--- src/rtl/exec_dispatch_pkg.sv ---
// exec_dispatch_pkg
// Shared defaults and record layouts for the execute-dispatch slice.
//   LEN_WORD_DEF / LEN_PREG_DEF : default result and physical-register widths
//   tag_t       : per-unit tag layout {rd_en, pa}
//   wb_entry_t  : write-back entry layout {pa, data}
//   pack_wb_entry / unpack_wb_pa / unpack_wb_data : entry helpers
// The typedefs describe the layout at the default widths; parametrised
// instances use plain vectors with the same bit order.
package exec_dispatch_pkg;

  localparam int LEN_WORD_DEF = 32;
  localparam int LEN_PREG_DEF = 6;

  typedef struct packed {
    logic                    rd_en;
    logic [LEN_PREG_DEF-1:0] pa;
  } tag_t;

  typedef struct packed {
    logic [LEN_PREG_DEF-1:0] pa;
    logic [LEN_WORD_DEF-1:0] data;
  } wb_entry_t;

  function automatic wb_entry_t pack_wb_entry(input logic [LEN_PREG_DEF-1:0] pa,
                                              input logic [LEN_WORD_DEF-1:0] data);
    wb_entry_t e;
    e.pa   = pa;
    e.data = data;
    return e;
  endfunction

  function automatic logic [LEN_PREG_DEF-1:0] unpack_wb_pa(input wb_entry_t e);
    return e.pa;
  endfunction

  function automatic logic [LEN_WORD_DEF-1:0] unpack_wb_data(input wb_entry_t e);
    return e.data;
  endfunction

endpackage

--- src/rtl/exec_dispatch_wb_fifo.sv ---
// wb_fifo
// First-word-fall-through FIFO for write-back entries.
//   clk, rst : clock, synchronous active-high reset
//   push/din : write request and data (ignored when full unless popping)
//   pop      : consume the head (ignored when empty)
//   dout     : head entry, valid while 'valid' is high
//   valid    : FIFO holds at least one entry
//   full     : FIFO holds DEPTH entries
// DEPTH must be a power of two so the pointers wrap naturally.
module wb_fifo #(
  parameter int WIDTH = 38,
  parameter int DEPTH = 4
) (
  input  logic             clk,
  input  logic             rst,
  input  logic             push,
  input  logic [WIDTH-1:0] din,
  input  logic             pop,
  output logic [WIDTH-1:0] dout,
  output logic             valid,
  output logic             full
);

  localparam int AW = $clog2(DEPTH);

  logic [WIDTH-1:0] mem [DEPTH];
  logic [AW-1:0]    rd_ptr;
  logic [AW-1:0]    wr_ptr;
  logic [AW:0]      count;
  logic             do_push;
  logic             do_pop;

  assign valid   = (count != '0);
  assign full    = (count == (AW+1)'(DEPTH));
  assign do_pop  = pop & valid;
  // A push into a full FIFO is legal only when the head leaves in the same cycle.
  assign do_push = push & (~full | do_pop);
  assign dout    = mem[rd_ptr];

  always_ff @(posedge clk) begin
    if (do_push) mem[wr_ptr] <= din;
  end

  always_ff @(posedge clk) begin
    if (rst) begin
      rd_ptr <= '0;
      wr_ptr <= '0;
      count  <= '0;
    end else begin
      if (do_push) wr_ptr <= wr_ptr + AW'(1);
      if (do_pop)  rd_ptr <= rd_ptr + AW'(1);
      case ({do_push, do_pop})
        2'b10:   count <= count + (AW+1)'(1);
        2'b01:   count <= count - (AW+1)'(1);
        default: count <= count;
      endcase
    end
  end

endmodule

--- src/rtl/exec_dispatch.sv ---
// exec_dispatch
// Routes one decoded order per cycle to one of N_UNIT functional-unit slots,
// keeps one order in flight per unit, buffers each completed result in a
// per-unit hold register and drains those through an arbiter into a
// write-back FIFO towards register_manage.
//   clk, rst            : clock, synchronous active-high reset
//   order, unit_sel     : issue request and one-hot target unit
//   rd_en, pa_rd_in     : result-producing flag and destination register
//   accepted, busy_out  : order taken / selected unit not free
//   u_order, u_accepted : per-unit order strobe and accept
//   u_done, u_rd        : per-unit completion pulse and result (slot i at
//                         [i*LEN_WORD +: LEN_WORD])
//   wb_valid, wb_ready  : write-back handshake; wb_pa/wb_data show the head
//   err                 : sticky protocol error
// Handshake: an entry transfers on a cycle where wb_valid & wb_ready; the
// order transfers to unit i on a cycle where u_order[i] & u_accepted[i].
// Optional: EXEC_DISPATCH_RR_ARB_EN selects a round-robin drain arbiter
// instead of fixed lowest-index priority.
module exec_dispatch
  import exec_dispatch_pkg::*;
#(
  parameter int N_UNIT   = 4,
  parameter int LEN_WORD = LEN_WORD_DEF,
  parameter int LEN_PREG = LEN_PREG_DEF,
  parameter int WB_DEPTH = 4
) (
  input  logic                       clk,
  input  logic                       rst,
  input  logic                       order,
  input  logic [N_UNIT-1:0]          unit_sel,
  input  logic                       rd_en,
  input  logic [LEN_PREG-1:0]        pa_rd_in,
  output logic                       accepted,
  output logic                       busy_out,
  output logic [N_UNIT-1:0]          u_order,
  input  logic [N_UNIT-1:0]          u_accepted,
  input  logic [N_UNIT-1:0]          u_done,
  input  logic [N_UNIT*LEN_WORD-1:0] u_rd,
  output logic                       wb_valid,
  input  logic                       wb_ready,
  output logic [LEN_PREG-1:0]        wb_pa,
  output logic [LEN_WORD-1:0]        wb_data,
  output logic                       err
);

  localparam int IDX_W = (N_UNIT > 1) ? $clog2(N_UNIT) : 1;
  localparam int ENT_W = LEN_PREG + LEN_WORD;

  logic [N_UNIT-1:0]   inflight;
  logic [N_UNIT-1:0]   hold_valid;
  // Units whose order was in flight at reset; their late done is not an error.
  logic [N_UNIT-1:0]   stale;
  logic [N_UNIT-1:0]   free;
  logic [N_UNIT-1:0]   take;
  logic [N_UNIT-1:0]   done_ok;
  logic [N_UNIT-1:0]   done_bad;
  logic [N_UNIT-1:0]   grant;
  logic                grant_any;
  logic [IDX_W-1:0]    grant_idx;
  logic [IDX_W-1:0]    arb_start;
  logic                sel_onehot;
  logic                can_push;
  logic                fifo_full;
  logic                wb_pop;
  logic [ENT_W-1:0]    fifo_din;
  logic [ENT_W-1:0]    fifo_dout;

  // Tag layout {rd_en, pa}: bit LEN_PREG is rd_en.
  logic [LEN_PREG:0]   tag       [N_UNIT];
  logic [LEN_PREG-1:0] hold_pa   [N_UNIT];
  logic [LEN_WORD-1:0] hold_data [N_UNIT];

  assign free       = ~inflight & ~hold_valid;
  assign sel_onehot = (unit_sel != '0) && ((unit_sel & (unit_sel - N_UNIT'(1))) == '0);
  assign u_order    = (order && sel_onehot) ? (unit_sel & free) : '0;
  assign take       = u_order & u_accepted;
  assign accepted   = |take;
  assign busy_out   = order & (|(unit_sel & ~free));
  assign done_ok    = u_done & inflight;
  assign done_bad   = u_done & ~inflight & ~stale;

  assign wb_pop     = wb_valid & wb_ready;
  assign can_push   = ~fifo_full | wb_pop;

`ifdef EXEC_DISPATCH_RR_ARB_EN
  logic [IDX_W-1:0] rr_ptr;
  assign arb_start = rr_ptr;

  always_ff @(posedge clk) begin
    if (rst) begin
      rr_ptr <= '0;
    end else if (grant_any) begin
      rr_ptr <= (grant_idx == IDX_W'(N_UNIT-1)) ? '0 : grant_idx + IDX_W'(1);
    end
  end
`else
  assign arb_start = '0;
`endif

  // Scan hold registers starting at arb_start; the first valid one wins.
  always_comb begin : arb
    int idx;
    idx       = 0;
    grant     = '0;
    grant_any = 1'b0;
    grant_idx = '0;
    for (int k = 0; k < N_UNIT; k++) begin
      idx = int'(arb_start) + k;
      if (idx >= N_UNIT) idx = idx - N_UNIT;
      if (!grant_any && can_push && hold_valid[idx]) begin
        grant_any  = 1'b1;
        grant[idx] = 1'b1;
        grant_idx  = IDX_W'(idx);
      end
    end
  end

  assign fifo_din = {hold_pa[grant_idx], hold_data[grant_idx]};

  always_ff @(posedge clk) begin
    if (rst) begin
      inflight   <= '0;
      hold_valid <= '0;
      stale      <= inflight;
      err        <= 1'b0;
      for (int i = 0; i < N_UNIT; i++) begin
        tag[i]       <= '0;
        hold_pa[i]   <= '0;
        hold_data[i] <= '0;
      end
    end else begin
      for (int i = 0; i < N_UNIT; i++) begin
        if (u_done[i] && stale[i] && !inflight[i]) stale[i] <= 1'b0;
        if (take[i]) begin
          inflight[i] <= 1'b1;
          tag[i]      <= {rd_en, pa_rd_in};
          stale[i]    <= 1'b0;
        end else if (done_ok[i]) begin
          inflight[i] <= 1'b0;
          if (tag[i][LEN_PREG]) begin
            hold_valid[i] <= 1'b1;
            hold_pa[i]    <= tag[i][LEN_PREG-1:0];
            hold_data[i]  <= u_rd[i*LEN_WORD +: LEN_WORD];
          end
        end
        // A granted unit has no order in flight, so this never races the set above.
        if (grant[i]) hold_valid[i] <= 1'b0;
      end
      if ((|done_bad) || (order && !sel_onehot)) err <= 1'b1;
    end
  end

  wb_fifo #(
    .WIDTH(ENT_W),
    .DEPTH(WB_DEPTH)
  ) u_wb_fifo (
    .clk  (clk),
    .rst  (rst),
    .push (grant_any),
    .din  (fifo_din),
    .pop  (wb_pop),
    .dout (fifo_dout),
    .valid(wb_valid),
    .full (fifo_full)
  );

  assign {wb_pa, wb_data} = fifo_dout;

endmodule

--- config.mk ---
export PLATFORM = sky130hd
export DESIGN_NAME = exec_dispatch
export DESIGN_NICKNAME = d
export VERILOG_FILES = /design/src/rtl/exec_dispatch_pkg.sv /design/src/rtl/exec_dispatch_wb_fifo.sv /design/src/rtl/exec_dispatch.sv
export SDC_FILE = /design/constraint.sdc
export NUM_CORES = 1
export LEC_CHECK = 0
export CORE_MARGIN = 2
export CORE_UTILIZATION = 45
export CTS_CLUSTER_SIZE = 8
export DETAILED_ROUTE_END_ITERATION = 16
export PLACE_DENSITY = 0.67
export REMOVE_ABC_BUFFERS = 1
export SYNTH_ARGS = -nofsm -noshare
export SYNTH_HDL_FRONTEND = slang
export SYNTH_SLANG_ARGS = --single-unit
--- constraint.sdc ---
create_clock -name clk -period 5.5 [get_ports clk]
set_clock_uncertainty 0.15 [all_clocks]
set_input_delay 0.55 -clock clk [delete_from_list [all_inputs] [get_ports clk]]
set_output_delay 0.55 -clock clk [all_outputs]
set_load 0.01 [all_outputs]
# ---- Yosys cells after proc, flatten, opt, wreduce, memory -nomap -nowiden
# Memories as Yosys holds them, arrays and structs flattened. A register that Yosys moved wholly into a read port is not among the register bits.
# Index checks and enable logic that the tools add are counted.
dict set report classes {
  eq_ne 3
  bitwise 35
  addsub 5
  muxes 80
  n_reduce_logical 50
}
# cell n
set ops {}
lappend ops {{32-bit 2-to-1 mux} 4}
lappend ops {{1-bit 2-to-1 mux} 58}
lappend ops {{4-bit bitwise AND} 8}
lappend ops {{7-bit 2-to-1 mux} 4}
lappend ops {{6-bit 2-to-1 mux} 4}
lappend ops {{1-bit logical AND} 18}
lappend ops {{4-bit NOT} 4}
lappend ops {{3-bit nonzero test} 5}
lappend ops {{1-bit bitwise OR} 14}
lappend ops {{4-bit 2-to-1 mux} 3}
lappend ops {{3-bit AND reduction} 4}
lappend ops {{4-bit OR reduction} 3}
lappend ops {{2-bit 2-to-1 mux} 5}
lappend ops {{2-bit nonzero test} 5}
lappend ops {{1-bit logical NOT} 8}
lappend ops {{2-bit OR reduction} 4}
lappend ops {{3-bit one-hot mux with 2 select lines} 1}
lappend ops {{1-bit NOT} 5}
lappend ops {{2-bit by 1-bit adder with 2-bit output (second input constant)} 2}
lappend ops {{1-bit bitwise AND} 4}
lappend ops {{4-bit logical NOT} 1}
lappend ops {{4-bit nonzero test} 1}
lappend ops {{4-bit by 1-bit subtractor with 4-bit output (second input constant)} 1}
lappend ops {{3-bit by 1-bit adder with 3-bit output (second input constant)} 1}
lappend ops {{other kinds (6)} 6}
dict set report word_totals {
  ram_bits 332
  wordCells 193
  mem_count 4
  regBits 20
  input_bits 151
  out_inout_bits 46
}
# memory depth word_bits rd rd_ports_with_merged_regs wr line_no
set mem_list {}
lappend mem_list {u_wb_fifo.mem 4 38 1 1 1 exec_dispatch_wb_fifo.sv:26} ;# logic [WIDTH-1:0] mem [DEPTH];
lappend mem_list {hold_data 4 32 1 0 4 exec_dispatch.sv:71} ;# logic [LEN_WORD-1:0] hold_data [N_UNIT];
lappend mem_list {tag 4 7 4 0 4 exec_dispatch.sv:69} ;# logic [LEN_PREG:0] tag [N_UNIT];
lappend mem_list {hold_pa 4 6 1 0 4 exec_dispatch.sv:70} ;# logic [LEN_PREG-1:0] hold_pa [N_UNIT];

# ---- Logic depth before layout (Yosys ltp)
# Gate-level depths: netlist (run 1).
dict set report logic_depth {
  word_depth 20
  mapped_depth 9
  ltp_nobuf 9
}

# ---- Hierarchy
# From an unflattened synthesis (run 1), not the netlist that was laid out.
dict set report unflattened {
  cells_unflattened 929
  area_unflattened_um2 14501.4
}
# mod seq_area_each_um2 n_inst cells_per_inst area_each_um2
set by_module_without_submodules {}
lappend by_module_without_submodules {exec_dispatch 5705.5 1 674 8511.9}
lappend by_module_without_submodules {wb_fifo 4744.6 1 255 5989.5}

# ---- Least setup slack after synthesis (run 1)
# No wires, ideal clock.
dict set report synth_path {
  kind {input port to flip-flop}
  start {in rst}
  end {mem hold_data[1][0] (netlist name) (enable)}
  setup_time_ns 0.401
  cell_stages 3
  t_required_ns 4.949
  arrival_time_ns 1.973
  slack_ns 2.975
  path_buffers 2
  cell_sequence {clkbuf_1 -> clkbuf_1 -> nand2b_1}
}
# element line_no
set synth_lines {}
lappend synth_lines {{start, declared} exec_dispatch.sv:28} ;# input logic rst,
lappend synth_lines {{end, declared} exec_dispatch.sv:71}

# ---- Worst setup path in the final report (run 1)
dict set report layout_path {
  start {in unit_sel[3]}
  end {out u_order[3]}
}
dict set report layout_between {
  elab_chain_cells 6
  elab_cells_between_ends 8
  classes_between {1 x add/sub; 1 x mux; 2 x bitwise; 4 x reduce/logical}
}
# element line_no
set layout_rtl {}
lappend layout_rtl {{start, declared} exec_dispatch.sv:30} ;# input logic [N_UNIT-1:0] unit_sel,
lappend layout_rtl {{4-bit by 1-bit subtractor with 4-bit output} exec_dispatch.sv:74} ;# assign sel_onehot = (unit_sel != '0) && ((unit_sel & (unit_sel - N_UNIT'(1))) == '0);
lappend layout_rtl {{4-bit bitwise AND} exec_dispatch.sv:74}
lappend layout_rtl {{4-bit logical NOT} exec_dispatch.sv:74}
lappend layout_rtl {{1-bit logical AND} exec_dispatch.sv:74}
lappend layout_rtl {{1-bit logical AND} exec_dispatch.sv:75} ;# assign u_order = (order && sel_onehot) ? (unit_sel & free) : '0;
lappend layout_rtl {{4-bit 2-to-1 mux *} exec_dispatch.sv:75}
lappend layout_rtl {{end, declared} exec_dispatch.sv:35} ;# output logic [N_UNIT-1:0] u_order,
# Mark *: on every way between the ends. The rest lies on a longest branch, timed or not.

==> results of run 1 <==
[sequential cells by signal, indices dropped and copies added (netlist names), named ones only]
name              flops
u_wb_fifo.count       3
err                   1
inflight              4
u_wb_fifo.rd_ptr      2
u_wb_fifo.mem       152
u_wb_fifo.wr_ptr      2
tag                  28
hold_valid            4
hold_data           128
hold_pa              24
stale                 4
[power by group through the flow]
stage	combinational, mW	sequential [mW]	clock (mW)
2_1_floorplan	0.0933	3.08	0
3_3_place_gp	0.266	3.08	0
3_5_place_dp	0.269	3.08	0
4_1_cts	0.271	3.03	2.73
5_1_grt	0.287	3.04	2.85
6_report	0.267	3.03	2.68
[cell type report]
cell class,instances,area [µm²],area share (%)
clock buffer,59,1280,6.97
clock inverter,4,65.1,0.353
inverter,12,45.0,0.244
multi-input combinational,460,3970,21.5
sequential,354,10500,56.7
tap,442,553,3.00
timing repair buffer,210,2070,11.2
[synthesized netlist by cell type, drive strengths merged, types with 2 or more instances]
master | count | area share (%)
or3 | 3 | 0.13
o2111ai | 2 | 0.20
nor2b | 2 | 0.085
edfxtp | 336 | 69
mux4 | 38 | 5.8
nand3 | 4 | 0.14
nor3 | 2 | 0.068
nand2 | 4 | 0.10
xor2 | 4 | 0.24
buf | 17 | 1.1
xnor2 | 2 | 0.12
nor2 | 50 | 1.3
a21oi | 14 | 0.48
ha | 5 | 0.43
dfxtp | 18 | 2.5
clkbuf | 27 | 0.77
mux2i | 115 | 7.8
nand3b | 4 | 0.20
inv | 11 | 0.28
nor4b | 2 | 0.22
nand2b | 22 | 0.94
and2 | 160 | 6.8
a31oi | 3 | 0.13
o21ai | 8 | 0.27
o211ai | 2 | 0.17
nor3b | 5 | 0.26
[critical path, stage by stage]
cell	delay, ns
sky130_fd_sc_hd__clkdlybuf4s50_1	0.64
sky130_fd_sc_hd__xor2_1	0.21
sky130_fd_sc_hd__o211a_1	0.30
sky130_fd_sc_hd__o21ai_1	0.18
sky130_fd_sc_hd__nor4b_1	0.35
sky130_fd_sc_hd__clkdlybuf4s50_1	0.61
[how the worst max path moves through the flow]
stage | from | to | slack, ns | depth (start not counted)
after detailed placement | wb_ready | u_wb_fifo.mem[2][31] | 1.99 | 6
after global routing | unit_sel[3] | u_order[3] | 1.89 | 6
after CTS | unit_sel[3] | u_order[3] | 2.00 | 6
final | unit_sel[3] | u_order[3] | 1.97 | 6
after floorplan | wb_ready | u_wb_fifo.mem[0][0] | 1.38 | 4
after global placement | unit_sel[2] | u_order[3] | 2.06 | 6
[metrics by stage]
stage | setup WS [ns] | hold WS, ns | cells | area, µm² | total power, mW
floorplan | 1.38 | 0.324 | 826 | 14400 | 3.17
global placement | 2.06 | 0.351 | 1478 | 17100 | 3.35
detailed placement | 1.99 | 0.353 | 1478 | 17100 | 3.35
CTS | 2.00 | 0.365 | 1541 | 18400 | 6.04
global route | 1.89 | 0.385 | 1541 | 18400 | 6.17
finish | 1.97 | 0.363 | 1541 | 18400 | 5.98
[cells in the final DEF, fill, tap and decap left out, drive strengths merged, types with 5 or more instances in the layout]
cell,synthesis,layout
nor2,50,50
dfxtp,18,18
nor3b,5,5
edfxtp,336,336
inv,11,13
clkdlybuf4s50,0,196
mux4,38,38
buf,17,14
mux2i,115,115
a21oi,14,14
ha,5,5
and2,160,160
nand2b,22,22
o21ai,8,8
clkbuf,27,59
[logic make-up after synthesis]
family | after synthesis | synth area share [%]
buffers and inverters | 56 | 2.21
multiplexers | 153 | 13.7
adder cells (fa/ha/maj) | 6 | 0.562
flip-flops | 354 | 71.2
XOR/XNOR | 6 | 0.358
AND/OR/NAND/NOR | 261 | 10.5
AO/OA/AOI/OAI | 34 | 1.55
[layer usage]
layer  global-route usage, %  up-vias  routed length (µm)
li1                        -     3684                   -
met1                    26.5     4066               14300
met2                    33.3      267               16200
met3                    3.85       40                1940
met4                    5.11        0                 541
met5                       0        -                   0
==> impl_summary.log, run 1 <==
[metrics] result of the run: finished clean
[metrics] Wirelength per Cell: between 20 and 25 µm
[metrics] part of the power in combinational logic: under 10%
[metrics] power share of the sequential group: roughly half
[metrics] peak clock frequency supported by timing: 0.283 GHz
[metrics] worst setup path category: in2out
[metrics] CP Max Fanout: 6
[metrics] initial cell density of the core: a little under half
[metrics] CTS max path bufs: 3
[metrics] core area: between 30000 and 40000 µm²
[metrics] Ant. Diodes: 0
[metrics] worst slew pin tran: 1.14 ns
[metrics] horizontal die dimension: approximately 180 µm
[metrics] number of global-route vias before repair: approximately 8600
[metrics] initial antenna violation count: 0
[metrics] largest net degree at the start of global routing: between 40 and 50
[metrics] proportion of synthesized flip-flops having asynchronous set or reset: 0%
[metrics] switching share of power: between 20% and 30%
[metrics] estimated wirelength of the detail-placed design: a little over 20 mm
[metrics] summed instance area of the synthesized netlist: 14700 µm²
[metrics] DRT Pass-1 Iters: 5
[metrics] clk slew on worst S/H paths: around 0.05 ns
[metrics] global-route usage over all layers: 19.8%
[metrics] Sw Pwr: 1.20 mW
[metrics] routed vias/inst: ~5.2
[metrics] Internal: about 4.8 mW
[metrics] clock group share of total power: approximately 45%
[metrics] # port buffers: 196
[metrics] total length of routed wires: around 33 mm
[metrics] maximum ir drop on the vdd rail: between 0.0002 and 0.00025 V
[metrics] number of I/O pins: 197
[metrics] crit path launch type: input port
[metrics] Reg-to-Reg End: u_wb_fifo.mem[2][31]
[metrics] number of clock sinks: between 300 and 400
[metrics] drc violations: 0
[metrics] number of buffers inserted by hold repair at cts: 0
[metrics] Period Utilization, post-route: between 60% and 70%
[metrics] num rows: 66
[metrics] DRT antenna net count: 0
[metrics] count of cells resized by post-cts repair: 0
[metrics] worst hold start: tag[3][5]
[metrics] filler cell count: ~2500
[metrics] EDFF count, synth: roughly 340
[metrics] starting DRC count in detailed routing: ~440
[metrics] H-tree depth reported by CTS: 2
[metrics] first-pass GRT wire length: around 50 mm
[metrics] total via count after detailed routing: between 8000 and 9000
[metrics] warning count from the yosys run: 0
[metrics] GRT Residual Overflow: 0
[metrics] master cell of the clock root buffer: sky130_fd_sc_hd__clkbuf_16
[metrics] Critical Path AT: 2.83 ns
[metrics] worst hold path stage count: 1
[metrics] vertical die dimension: roughly 180 µm
[metrics] final RePlAce weighted congestion: between 0.7 and 0.8
[metrics] synthesis-to-layout area growth: 25.6%
[metrics] Critical Path Sink Type: primary output
[metrics] post-synthesis register bit count: about 350
[metrics] Hold EP: hold_pa[3][5]
[metrics] Leakage Power: 6.72 nW
[metrics] die area: approximately 34000 µm²
[metrics] end-of-flow core utilization: ~57%
[metrics] required arrival time at the worst endpoint: approximately 4.8 ns
[metrics] most used flip-flop cell after synthesis: sky130_fd_sc_hd__edfxtp_1
[metrics] Finish-stage setup viols: 0
[metrics] setup repair after global routing missed its margin: false
[metrics] max-slew headroom at the worst pin: roughly a quarter
[metrics] worst hold path class: reg2reg
[metrics] shortest period the worst path allows: ~3.5 ns
[metrics] Post-Syn Instances: 870
[metrics] reg-to-reg slack, setup: 2.63 ns
[metrics] count of cells along the worst register-to-register path: 5
[metrics] count of final hold-check violations: 0
[metrics] R2R Path Start: u_wb_fifo.count[1]
[metrics] CTS tree: done
[metrics] number of buffers added by the clock tree synthesis step: 50
[metrics] Final Net Count: around 1200
[metrics] Total Negative Setup Slacks: 0 ns
[metrics] power density relative to cell area: 325 nW/µm²
[metrics] number of max-slew violations in the final report: 0
[metrics] proportion of synthesized chip area in sequential cells: a little under three quarters
[metrics] Clk Latency, worst-skew pair: 0.56 ns
[metrics] Syn Area/Cell: about 17 µm²
[metrics] Post-CTS Repair Setup Buffers: 0
[metrics] max capacitance violation total: 0
[metrics] fraction of layout cells with a size suffix above 1: 11.7%
[metrics] synth unique cells: 44
No activity file was read; power rests on OpenSTA's default activity.
==> inputs of run 2 (changes only) <==
- clock period: 5.5 -> 3.7 ns (I/O delays scaled with it)
==> run 2 against run 1 <==
- design area up 1.3%
- clock power up 51%
- critical endpoint unchanged
- combinational power up 52%
- via count down 0.70%
- core utilization up 0.75 points
- critical path depth unchanged
- worst setup slack worse by 1.4 ns
- first-iteration DRC count up 15%
- wire length down 3.7%
- cell count up 1.0%
- register-to-register slack worse by 1.5 ns
==> impl_summary.log, run 2 (synthesis results as in run 1) <==
[metrics] peak clock frequency supported by timing: roughly 0.32 GHz
[metrics] worst setup path category: in2out (unchanged)
[metrics] DRT Pass-1 Iters: 7 (was 5)
[metrics] CP top delay family: buffers and inverters (unchanged)
[metrics] most frequent CP cell: sky130_fd_sc_hd__clkdlybuf4s50_1 (unchanged)
[metrics] core area: 32400 µm² (unchanged)
[metrics] total length of routed wires: 31.8 mm (was 33.0 mm)
[metrics] reg-to-reg slack, setup: 1.15 ns (was 2.63 ns)
[metrics] routed vias/inst: 5.14 (was 5.23)
[metrics] multi-input combinational cell area: 3970 µm² (unchanged)
[metrics] num rows: 66 (unchanged)
[metrics] highest-count cells in the layout ignoring fill and taps: 336 x sky130_fd_sc_hd__edfxtp_1, 196 x sky130_fd_sc_hd__clkdlybuf4s50_1, 156 x sky130_fd_sc_hd__and2_1 (unchanged)
[metrics] # port buffers: 196 (unchanged)
[metrics] Hold EP: hold_data[1][10] (was hold_pa[3][5])
[metrics] number of I/O pins: 197 (unchanged)
[metrics] worst setup slack after layout: 0.554 ns (was 1.97 ns)
[metrics] number of buffers added by the clock tree synthesis step: 50 (unchanged)
[metrics] vertical die dimension: 185 µm (unchanged)
[metrics] worst hold path class: in2reg (was reg2reg)
[metrics] DRT antenna net count: 0 (unchanged)
[metrics] result of the run: finished clean (unchanged)
[metrics] Ant. Diodes: 0 (unchanged)
[metrics] master cell of the clock root buffer: sky130_fd_sc_hd__clkbuf_16 (unchanged)
[metrics] clk slew on worst S/H paths: 0.05 ns (about the same)
[metrics] Leakage Power: 6.84 nW (was 6.72 nW)
[metrics] worst hold start: u_rd[42] (was tag[3][5])
[metrics] drc violations: 0 (unchanged)
[metrics] number of clock sinks: 354 (unchanged)
[metrics] Critical Path AT: 2.63 ns (was 2.83 ns)
[metrics] Wirelength per Cell: 20.4 µm (was 21.4 µm)
[metrics] largest net degree at the start of global routing: 39 (was 49)
[metrics] Largest register FFs: 152 (unchanged)
[metrics] die area: 34100 µm² (unchanged)
[metrics] H-tree depth reported by CTS: 2 (unchanged)
[metrics] end-of-flow core utilization: 57.7% (was 57.0%)
[metrics] max capacitance violation total: 0 (unchanged)
[metrics] setup repair after global routing missed its margin: false (unchanged)
[metrics] final RePlAce weighted congestion: 0.785 (was 0.730)
[metrics] path length in cells of the critical path: 6 (unchanged)
[metrics] Period Utilization, post-route: a little under nine tenths
[metrics] starting DRC count in detailed routing: 508 (was 442)
[metrics] placed standard-cell area: 17300 µm² (was 17100 µm²)
[metrics] Reg-to-Reg End: u_wb_fifo.count[2] (was u_wb_fifo.mem[2][31])
[metrics] initial antenna violation count: 0 (unchanged)
[metrics] worst slew pin tran: 1.04 ns (was 1.14 ns)
[metrics] number of global-route vias before repair: 8470 (was 8636)
[metrics] register with the most flip-flops: u_wb_fifo.mem (unchanged)
[metrics] count of cells resized by post-cts repair: 0 (unchanged)
[metrics] worst path buffer plus inverter count: 2 (unchanged)
[metrics] max-slew headroom at the worst pin: 30.6% (was 23.8%)
[metrics] count of cells along the worst register-to-register path: 9 (was 5)
[metrics] Clk Latency, worst-skew pair: 0.54 ns (was 0.56 ns)
[metrics] number of max-slew violations in the final report: 0 (unchanged)
[metrics] GRT Residual Overflow: 0 (unchanged)
[metrics] Critical Path Sink Type: primary output (unchanged)
[metrics] total via count after detailed routing: 8001 (was 8057)
[metrics] Finish-stage setup viols: 0 (unchanged)
[metrics] global-route usage over all layers: 18.9% (was 19.8%)
[metrics] horizontal die dimension: 185 µm (unchanged)
[metrics] top flop regs: u_wb_fifo.mem: 152 flops, hold_data: 128 flops, tag: 28 flops (unchanged)
[metrics] power density relative to cell area: 480 nW/µm² (was 325 nW/µm²)
[metrics] crit path launch type: input port (unchanged)
[metrics] total non-filler cell area in the finished layout: 18700 µm² (was 18400 µm²)
[metrics] fraction of layout cells with a size suffix above 1: 12.8% (was 11.7%)
[metrics] minimum setup slack after placement: 0.515 ns (was 1.99 ns)
[metrics] Final Net Count: 1259 (was 1245)
[metrics] initial cell density of the core: 45.4% (unchanged)
[metrics] launch point of the critical path: unit_sel[3] (unchanged)
[metrics] CTS max path bufs: 3 (unchanged)
[metrics] FF+latch area: 10500 µm² (unchanged)
[metrics] list of cells traversed by the critical path: clkdlybuf4s50_1, xor2_1, o211a_1, o21ai_1, nor4b_1, clkdlybuf4s50_1 (unchanged)
[metrics] number of buffers inserted by hold repair at cts: 0 (unchanged)
[metrics] Post-CTS Repair Setup Buffers: 0 (unchanged)
[metrics] count of final hold-check violations: 0 (unchanged)
[metrics] maximum ir drop on the vdd rail: 0.000337 V (was 0.000200 V)
[metrics] estimated wirelength of the detail-placed design: 19.6 mm (was 20.2 mm)
[metrics] filler cell count: 2558 (was 2527)
[metrics] first-pass GRT wire length: 48.1 mm (was 49.6 mm)
[metrics] shortest period the worst path allows: about 3.1 ns
[metrics] CP Max Fanout: 6 (unchanged)
[metrics] worst hold path stage count: 2 (was 1)
[metrics] R2R Path Start: u_wb_fifo.count[1] (unchanged)
[metrics] cell at the slowest stage of the critical path: sky130_fd_sc_hd__clkdlybuf4s50_1 (unchanged)
[metrics] CTS tree: done (unchanged)
[metrics] most common cell after layout, fill and taps aside: sky130_fd_sc_hd__edfxtp_1 (unchanged)
[metrics] max incr delay on CP: 0.63 ns (was 0.64 ns)
[metrics] synthesis-to-layout area growth: 27.2% (was 25.6%)
[metrics] required arrival time at the worst endpoint: 3.18 ns (was 4.80 ns)
==> run 2: through the flow <==
stage	hold WS [ns]	setup TNS [ns]	instances	power, mW
after detailed placement	0.354	0	1492	4.99
after global routing	0.325	0	1557	9.24
final	0.339	0	1557	8.96
after global placement	0.349	0	1492	4.98
after floorplan	0.289	-41.87	826	4.71
after CTS	0.315	0	1557	9.05
==> run 2: metal layers <==
| layer | share of wire [%] | routed length, µm | vias up | track usage, % |
|---|---|---|---|---|
| li1 | - | - | 3700 | - |
| met1 | 43 | 13700 | 4009 | 24.9 |
| met2 | 49 | 15600 | 237 | 32.5 |
| met3 | 5.7 | 1810 | 55 | 3.08 |
| met4 | 2.0 | 632 | 0 | 5.33 |
| met5 | 0 | 0 | - | 0 |
==> run 2: final cells by class <==
| cell class | instances | area share [%] |
|---|---|---|
| repair buffers | 224 | 12.2 |
| clock inverters | 1 | 0.0402 |
| well taps | 442 | 2.96 |
| inverters | 12 | 0.241 |
| multi-input cells | 460 | 21.3 |
| clock buffers | 64 | 7.32 |
| flip-flops and latches | 354 | 56.0 |
==> run 2: worst reg2reg max path: stages (launching register included) <==
cell                      delay [ns]
sky130_fd_sc_hd__dfxtp_1        0.36
sky130_fd_sc_hd__nor4b_4        0.42
sky130_fd_sc_hd__a21oi_1        0.22
sky130_fd_sc_hd__inv_1          0.10
sky130_fd_sc_hd__ha_1           0.18
sky130_fd_sc_hd__inv_1          0.06
sky130_fd_sc_hd__fa_1           0.37
sky130_fd_sc_hd__xor2_1         0.15
sky130_fd_sc_hd__or3_1          0.31
sky130_fd_sc_hd__a21oi_1        0.14
==> run 2: worst max path at each step <==
stage                                endpoint  slack [ns]
after floorplan           u_wb_fifo.mem[0][0]       -0.28
after global placement             u_order[3]        0.55
after detailed placement           u_order[3]        0.52
after CTS                            wb_pa[3]        0.47
after global routing               u_order[3]        0.37
final                              u_order[3]        0.55
==> run 2: where the power goes <==
part	switching, mW	internal, mW	leakage (nW)	total (mW)
clock network	1.53	2.52	0.666	4.05
registers	0.0320	4.47	3.41	4.50
logic	0.176	0.230	2.76	0.407
==> inputs of run 3 (changes only) <==
- MAX_ROUTING_LAYER: unset -> met4
- SKIP_CTS_REPAIR_TIMING: unset -> 1
==> run 3 against run 2 <==
- core utilization stayed put
- count of clock-buffer cells in the layout stayed put
- first-iteration DRC count is 5.9% higher
- flip-flop and latch count stayed put
- via count is 0.40% lower
- maximum frequency hardly changed
- cell count stayed put
- total power hardly changed
- sequential power hardly changed
- critical path type is now reg2out
- largest power group unchanged
==> impl_summary.log, run 3 (synthesis results as in run 1) <==
[metrics] CP Max Fanout: 38 (was 6)
[metrics] highest-count cells in the layout ignoring fill and taps: 336 x sky130_fd_sc_hd__edfxtp_1, 196 x sky130_fd_sc_hd__clkdlybuf4s50_1, 156 x sky130_fd_sc_hd__and2_1 (unchanged)
[metrics] initial cell density of the core: 45.4% (unchanged)
[metrics] Total Negative Setup Slacks: 0 ns (unchanged)
[metrics] total power draw: 8.96 mW (about the same)
[metrics] Largest register FFs: 152 (unchanged)
[metrics] count of final hold-check violations: 0 (unchanged)
[metrics] initial antenna violation count: 0 (unchanged)
[metrics] filler cell count: 2558 (unchanged)
[metrics] maximum ir drop on the vdd rail: 0.000337 V (about the same)
[metrics] max capacitance violation total: 0 (unchanged)
[metrics] Wirelength per Cell: 20.4 µm (about the same)
[metrics] die area: 34100 µm² (unchanged)
[metrics] minimum setup slack after placement: 0.515 ns (unchanged)
[metrics] power density relative to cell area: 480 nW/µm² (about the same)
[metrics] horizontal die dimension: 185 µm (unchanged)
[metrics] total length of routed wires: 31.7 mm (was 31.8 mm)
[metrics] number of max-slew violations in the final report: 0 (unchanged)
[metrics] Critical Path AT: 2.62 ns (was 2.63 ns)
[metrics] Finish-stage setup viols: 0 (unchanged)
[metrics] setup repair after global routing missed its margin: false (unchanged)
[metrics] number of I/O pins: 197 (unchanged)
[metrics] cell at the slowest stage of the critical path: sky130_fd_sc_hd__dfxtp_4 (was sky130_fd_sc_hd__clkdlybuf4s50_1)
[metrics] worst hold path class: in2reg (unchanged)
[metrics] shortest period the worst path allows: 3.14 ns (was 3.15 ns)
[metrics] first-pass GRT wire length: 48.0 mm (was 48.1 mm)
[metrics] Leakage Power: 6.84 nW (unchanged)
[metrics] total via count after detailed routing: 7969 (was 8001)
[metrics] R2R Path Start: u_wb_fifo.count[1] (unchanged)
[metrics] master cell of the clock root buffer: sky130_fd_sc_hd__clkbuf_16 (unchanged)
[metrics] GRT Residual Overflow: 0 (unchanged)
[metrics] CTS tree: done (unchanged)
[metrics] FF+latch area: 10500 µm² (unchanged)
[metrics] DRT antenna net count: 0 (unchanged)
[metrics] most common cell after layout, fill and taps aside: sky130_fd_sc_hd__edfxtp_1 (unchanged)
[metrics] placed standard-cell area: 17300 µm² (unchanged)
[metrics] total non-filler cell area in the finished layout: 18700 µm² (unchanged)
[metrics] Period Utilization, post-route: 85.0% (about the same)
[metrics] reg-to-reg slack, setup: 1.14 ns (was 1.15 ns)
[metrics] H-tree depth reported by CTS: 2 (unchanged)
[metrics] Critical Path Sink Type: primary output (unchanged)
[metrics] Clk Latency, worst-skew pair: 0.54 ns (about the same)
[metrics] register with the most flip-flops: u_wb_fifo.mem (unchanged)
[metrics] worst hold start: u_rd[42] (unchanged)
[metrics] worst setup path category: reg2out (was in2out)
[metrics] Final Net Count: 1259 (unchanged)
[metrics] path length in cells of the critical path: 2 (was 6)
[metrics] vertical die dimension: 185 µm (unchanged)
[metrics] crit path launch type: register (was input port)
[metrics] top flop regs: u_wb_fifo.mem: 152 flops, hold_data: 128 flops, tag: 28 flops (unchanged)
[metrics] largest net degree at the start of global routing: 39 (unchanged)
[metrics] synthesis-to-layout area growth: 27.2% (unchanged)
[metrics] worst setup slack after layout: 0.556 ns (was 0.554 ns)
[metrics] estimated wirelength of the detail-placed design: 19.6 mm (unchanged)
[metrics] drc violations: 0 (unchanged)
[metrics] Layout Cells excl Fill: 1557 (unchanged)
[metrics] peak clock frequency supported by timing: 0.318 GHz (about the same)
[metrics] CTS max path bufs: 3 (unchanged)
[metrics] max-slew headroom at the worst pin: 30.1% (was 30.6%)
[metrics] max incr delay on CP: 0.88 ns (was 0.63 ns)
[metrics] starting DRC count in detailed routing: 538 (was 508)
[metrics] number of clock sinks: 354 (unchanged)
[metrics] list of cells traversed by the critical path: mux4_2, clkdlybuf4s50_1 (was clkdlybuf4s50_1, xor2_1, o211a_1, o21ai_1, nor4b_1, clkdlybuf4s50_1)
[metrics] required arrival time at the worst endpoint: 3.18 ns (about the same)
[metrics] number of global-route vias before repair: 8467 (was 8470)
[metrics] multi-input combinational cell area: 3970 µm² (unchanged)
[metrics] result of the run: finished clean (unchanged)
[metrics] worst hold path stage count: 2 (unchanged)
[metrics] CP top delay family: flip-flops (was buffers and inverters)
[metrics] final RePlAce weighted congestion: 0.796 (was 0.785)
[metrics] # port buffers: 196 (unchanged)
[metrics] worst path buffer plus inverter count: 1 (was 2)
[metrics] clk slew on worst S/H paths: 0.05 ns (about the same)
[metrics] fraction of layout cells with a size suffix above 1: 12.8% (unchanged)
[metrics] global-route usage over all layers: 19.5% (was 18.9%)
[metrics] worst slew pin tran: 1.05 ns (was 1.04 ns)
[metrics] count of cells along the worst register-to-register path: 9 (unchanged)
[metrics] hold_ws: 0.340 ns (was 0.339 ns)
[metrics] routed vias/inst: 5.12 (was 5.14)
[metrics] Ant. Diodes: 0 (unchanged)
[metrics] core area: 32400 µm² (unchanged)
[metrics] num rows: 66 (unchanged)
[metrics] number of cells after detailed placement: 1492 (unchanged)
[metrics] end-of-flow core utilization: 57.7% (unchanged)
[metrics] number of buffers added by the clock tree synthesis step: 50 (unchanged)
[metrics] DRT Pass-1 Iters: 7 (unchanged)
-- run 3: path summary, 6_finish.rpt --
kind | to
max | wb_pa[0]
min | hold_data[1][10]
max reg2reg | u_wb_fifo.count[2]
min reg2reg | hold_pa[3][5]
-- run 3: power by group --
part	total, mW	switching (mW)	leakage (nW)	internal, mW
logic	0.406	0.176	2.76	0.230
clock network	4.05	1.53	0.666	2.52
registers	4.50	0.0320	3.41	4.47
-- run 3: layer usage --
| layer | part of all wire (%) | track usage [%] |
|---|---|---|
| met2 | 49 | 32.5 |
| met4 | 2.0 | 5.33 |
| met3 | 5.4 | 3.04 |
| met1 | 43 | 24.9 |
| met5 | 0 | - |
-- run 3: cell type report --
cell class / count / share of cell area (%)
clock buffer: 64 / 7.32
multi-input combinational: 460 / 21.3
sequential: 354 / 56.0
clock inverter: 1 / 0.0402
tap: 442 / 2.96
timing repair buffer: 224 / 12.2
inverter: 12 / 0.241
